File: src/rtl/delay_sched.sv
// rtl/delay_sched.sv - round-robin scheduler sharing one programmable delay counter
module delay_sched #(
  parameter int NREQ  = 4,
  parameter int CBITS = 19,
  parameter int MAXD  = 400000
) (
  input  logic                  clk,
  input  logic                  rst,
  input  logic [NREQ-1:0]       req,
  input  logic [NREQ*CBITS-1:0] dly,
  output logic [NREQ-1:0]       grant,
  output logic [NREQ-1:0]       done,
  output logic                  busy,
  output logic [CBITS-1:0]      cnt,
  output logic                  err
);

  localparam int PW = (NREQ > 1) ? $clog2(NREQ) : 1;
  localparam logic [CBITS-1:0] MAXD_C = CBITS'(MAXD);

  typedef enum logic [1:0] {IDLE, COUNT, DONE} state_t;

  state_t          state, state_n;
  logic [PW-1:0]   ptr, ptr_n, own, own_n, win, idx;
  logic            found;
  logic [CBITS-1:0] tgt, tgt_n, cnt_n, dly_w;
  logic [NREQ-1:0] grant_n, done_n;
  logic            busy_n, viol;

  // Search starts one past the last owner, so the last owner has lowest priority.
  always_comb begin
    win   = ptr;
    idx   = ptr;
    found = 1'b0;
    for (int i = 1; i <= NREQ; i++) begin
      idx = PW'((int'(ptr) + i) % NREQ);
      if (!found && req[idx]) begin
        win   = idx;
        found = 1'b1;
      end
    end
  end

  assign dly_w = dly[int'(win)*CBITS +: CBITS];

  always_comb begin
    state_n = state;
    ptr_n   = ptr;
    own_n   = own;
    tgt_n   = tgt;
    cnt_n   = cnt;
    grant_n = grant;
    done_n  = '0;
    case (state)
      IDLE: begin
        if (found) begin
          own_n        = win;
          tgt_n        = (dly_w > MAXD_C) ? MAXD_C : dly_w;
          grant_n      = '0;
          grant_n[win] = 1'b1;
          cnt_n        = '0;
          state_n      = COUNT;
        end
      end
      COUNT: begin
        if (cnt == tgt) begin
          done_n  = grant;
          grant_n = '0;
          state_n = DONE;
        end else begin
          cnt_n = cnt + 1'b1;
        end
      end
      DONE: begin
        ptr_n   = own;
        cnt_n   = '0;
        grant_n = '0;
        state_n = IDLE;
      end
      default: begin
        grant_n = '0;
        state_n = IDLE;
      end
    endcase
    busy_n = (state_n != IDLE);
  end

  // Invariants checked on the registered outputs; any hit latches err until reset.
  always_comb begin
    viol = (cnt > MAXD_C)
         || ((grant & (grant - 1'b1)) != '0)
         || ((done != '0) && (state != DONE))
         || ((grant != '0) && (state == IDLE));
  end

  always_ff @(posedge clk) begin
    if (rst) begin
      state <= IDLE;
      ptr   <= PW'(NREQ - 1);
      own   <= '0;
      tgt   <= '0;
      cnt   <= '0;
      grant <= '0;
      done  <= '0;
      busy  <= 1'b0;
      err   <= 1'b0;
    end else begin
      state <= state_n;
      ptr   <= ptr_n;
      own   <= own_n;
      tgt   <= tgt_n;
      cnt   <= cnt_n;
      grant <= grant_n;
      done  <= done_n;
      busy  <= busy_n;
      err   <= err | viol;
    end
  end

endmodule

File: config.mk
export PLATFORM = sky130hd
export DESIGN_NAME = delay_sched
export DESIGN_NICKNAME = d
export VERILOG_FILES = /design/src/rtl/delay_sched.sv
export SDC_FILE = /design/constraint.sdc
export NUM_CORES = 1
export LEC_CHECK = 0
export ABC_AREA = 1
export CORE_ASPECT_RATIO = 0.7
export CORE_MARGIN = 1.5
export CORE_UTILIZATION = 49
export DETAILED_ROUTE_END_ITERATION = 8
export HOLD_SLACK_MARGIN = 0.03
export PLACE_DENSITY = 0.78
export SLEW_MARGIN = 20
export SYNTH_ARGS = -nofsm -noshare
export SYNTH_HDL_FRONTEND = slang
export SYNTH_SLANG_ARGS = --single-unit
export TNS_END_PERCENT = 1
File: constraint.sdc
create_clock -name clk -period 3.2 [get_ports clk]
set_clock_uncertainty 0.1 [all_clocks]
set_input_delay 0.8 -clock clk [delete_from_list [all_inputs] [get_ports clk]]
set_output_delay 0.8 -clock clk [all_outputs]
set_load 0.1 [all_outputs]
==> key figures <==
Route
  • DRC violations left: 0
  • Number of detailed-route iterations in the first pass: 5
  • Initial DRC count: between 400 and 500
  • Via density: between 5 and 6
  • WL/cell: about 14 µm
  • Via count: roughly 4800
  • DRT antenna net count: 0
  • Final wirelength: 12730 µm

Finish
  • Design area: 5710 µm²
  • Fin util: 73.18%
  • Share of cells above drive strength 1: a little under a fifth
  • N_diodes: 0
  • Area growth from synthesis to final layout: 45.35%
  • Fin cells: 889
  • Final #Nets: between 800 and 900
  • Fill count: roughly 620

Timing
  • Setup TNS: 0 ns
  • Worst-Margin Slew: 0.8090 ns
  • Max_slew headroom: between 40% and 50%
  • Fmax: ~330 MHz
  • Final setup fails: 0
  • Minimum clock period after layout: 3.020 ns
  • Final Hold Vio Count: 0
  • Slew Viols, Final: 0
  • Final period utilization: a little over nine tenths

Yosys
  • Yosys cell types: 37
  • Syn_area_per_cell: roughly 6.1 µm²
  • Register bit total from synthesis: 54
  • Mapped Cells: approximately 640
  • Dominant cell type by area after synthesis: dfxtp_1
  • Synth top area cells: dfxtp_1, nand2_1, nand3_1, a21oi_1, xor2_1
  • Cell area after synthesis: between 3000 and 4000 µm²
  • Top cell type's share of synthesized area: around 28%
  • Syn nets: 725
  • Ys Warns: 0
  • Sequential share of the synthesized area: around 28%

Power
  • Internal: 1.530 mW
  • Reg power frac: 32.7%
  • Switching Share: a little over a third
  • Clock share of power: about a quarter
  • Pleak: 2.624 nW
  • Power Density: between 400 and 500 nW/µm²
  • P_sw: 849.8 µW
  • Max VDD drop: roughly 0.39 mV
  • Logic pwr share: ~41%

Place
  • GP Congestion: slightly above 0.9
  • IO buf count: between 100 and 150
  • DP Area: ~5300 µm²
  • DP HPWL: 9477 µm
  • Placed cells: slightly below 900

Critical path
  • CP Launch Type: input pin
  • Worst endpoint data arrival time: between 3 and 4 ns
  • Reg2Reg Depth: 21
  • Critical Path RT: around 3.3 ns
  • Slack of the worst reg-to-reg path: a little under 0.3 ns
  • Worst r2r src: ptr[0]$_SDFFE_PP1N_
  • Crit path max fanout: 14
  • Crit. End Element: flip-flop
  • RR Endpoint: tgt[14]$_SDFFE_PP0P_
  • Critical path start-end classification: input pin to flip-flop
  • Worst Setup SP: req[2]

Global routing
  • Largest net degree at the start of global routing: 31
  • Grt total ovfl: 0
  • First-pass GRT wire length: just over 20000 µm
  • Met3 global-route usage: 5.798%
  • Met1 Usage GRT: between 40% and 50%
  • Initial antenna violation count: 1
  • Tot GR Track Use: a little under a third
  • GRT met2 Usage: 49.32%
  • GRT Max-Usage Layer: met2
  • Vias in the first global route: between 4000 and 5000

CTS
  • Clock Sinks: 54
  • Hold_buf cts: 0
  • Num CTS Buffers: 5
  • Worst-path clk slew: approximately 0.07 ns
  • H-Tree Depth: 2
  • Latest clock arrival within the worst-skew pair: 0.29 ns
  • CTS tree: done
  • Root buf cell: clkbuf_16
  • Clock tree buffer depth: 2

Hold path
  • Hold EP: tgt[3]$_SDFFE_PP0P_
  • Min-Delay Path Class: flip-flop to flip-flop
  • WHS Path Cells: 2
  • Hold Startpoint: tgt[3]$_SDFFE_PP0P_

Floorplan
  • DIE AREA: ~8600 µm²
  • Die W: between 100 and 150 µm
  • Core area: ~8000 µm²
  • I/O pin count: about 110
  • Initial core utilization: 50.34%
  • # rows: 27
  • Chip height: 77.92 µm

Status
  • Status: finished, final reports clean

Job
  • # Max-Cap Violations: 0
## cell usage in the layout (no fill, tap or decap), types with 18 or more instances in the layout
| cell type | count |
|---|---|
| nor2_1 | 39 |
| clkdlybuf4s50_1 | 77 |
| a21oi_1 | 48 |
| nand3_1 | 71 |
| xor2_1 | 20 |
| buf_4 | 83 |
| nand2_2 | 18 |
| dfxtp_1 | 54 |
| inv_1 | 46 |
| nand2_1 | 210 |
## power groups by stage
stage	Clock, mW	Combinational, mW	Sequential [mW]
5_1_grt	0.654	1.06	0.786
4_1_cts	0.627	0.946	0.777
3_3_place_gp	0	0.864	0.790
6_report	0.622	0.978	0.779
3_5_place_dp	0	0.887	0.792
2_1_floorplan	0	0.471	0.865
## synth_stat cells, drive strengths merged
cell type    n
clkinv       3
a21boi       1
a21oi       57
dfxtp       54
xnor2        8
nor4         5
a31oi        2
nor3b        1
o21ai       14
buf         16
o211ai       4
nand3       74
ha           2
a41oi        1
o41ai        1
nor2        45
nand4        8
xor2        20
inv         50
or2          3
o31ai        1
nand3b       9
nor3        10
nand2      235
clkbuf      17
## registers in the layout, indices dropped and copies added, names as in the netlist
register  count
busy          1
cnt          19
state         2
ptr           2
tgt          19
done          4
own           2
grant         4
err           1
## timing repair
item / 4_1_cts / 5_1_grt
endpoints found under the setup margin: 14 / 17
buffers inserted: 3 / 1
cloned: 3 / 0
resized for setup: 15 / 15
pin swaps: 8 / 16
## how the worst max path moves through the flow
stage	depth (start not counted)	to	slack, ns
3_5_place_dp	17	tgt[16]$_SDFFE_PP0P_	-0.35
3_3_place_gp	17	tgt[4]$_SDFFE_PP0P_	-0.22
4_1_cts	20	tgt[16]$_SDFFE_PP0P_	0.01
5_1_grt	21	tgt[14]$_SDFFE_PP0P_	-0.005
2_1_floorplan	11	cnt[15]$_SDFFE_PP0P_	0.41
6_report	21	tgt[14]$_SDFFE_PP0P_	0.18
## critical path, cell delays in order
cell	delay [ns]
dlygate4sd2_1	0.27
nand2_1	0.08
nand2_1	0.09
nand2_1	0.12
nand2_4	0.08
nand2_4	0.08
nand2_1	0.06
nand2_2	0.09
nand2_4	0.08
bufbuf_16	0.29
nand2_1	0.06
nand2_1	0.04
nand2_1	0.09
nand2_1	0.06
nor2_1	0.10
nand2_1	0.09
nor2_2	0.15
nand3_4	0.18
nand2_8	0.16
nand2_2	0.06
a21oi_2	0.13
## per-layer routing
metal | vias up | wire length [µm] | part of all wire, %
li1 | 2365 | - | -
met1 | 2185 | 5807 | 46
met2 | 232 | 5782 | 45
met3 | 21 | 994 | 7.8
met4 | 0 | 146 | 1.1
met5 | - | 0 | 0
## area by class of cell
type / count / area [µm²] / area share (%)
Multi-Input combinational cell: 503 / 2572 / 45.05
Timing Repair Buffer: 170 / 1560 / 27.32
Sequential cell: 54 / 1081 / 18.93
Inverter: 53 / 203.9 / 3.571
Clock buffer: 6 / 128.9 / 2.257
Tap cell: 101 / 126.4 / 2.213
Clock inverter: 2 / 37.54 / 0.6573
## through the flow
step | total power [mW] | setup slack [ns] | hold WS [ns]
after detailed placement | 1.679 | -0.3524 | 0.3713
after global routing | 2.497 | -0.005007 | 0.4003
after floorplan | 1.336 | 0.4134 | 0.3408
final | 2.380 | 0.1798 | 0.3829
after CTS | 2.350 | 0.01341 | 0.3823
after global placement | 1.654 | -0.2187 | 0.3573
## cell families after synthesis
logic type	after synthesis	synth area share [%]
AND/OR/NAND/NOR	390	43.89
buffers and inverters	86	10.10
AO/OA/AOI/OAI	81	11.62
flip-flops	54	27.52
XOR/XNOR	28	6.242
adder cells (fa/ha/maj)	2	0.6368
Note: power is estimated with default switching activity, not from simulation.
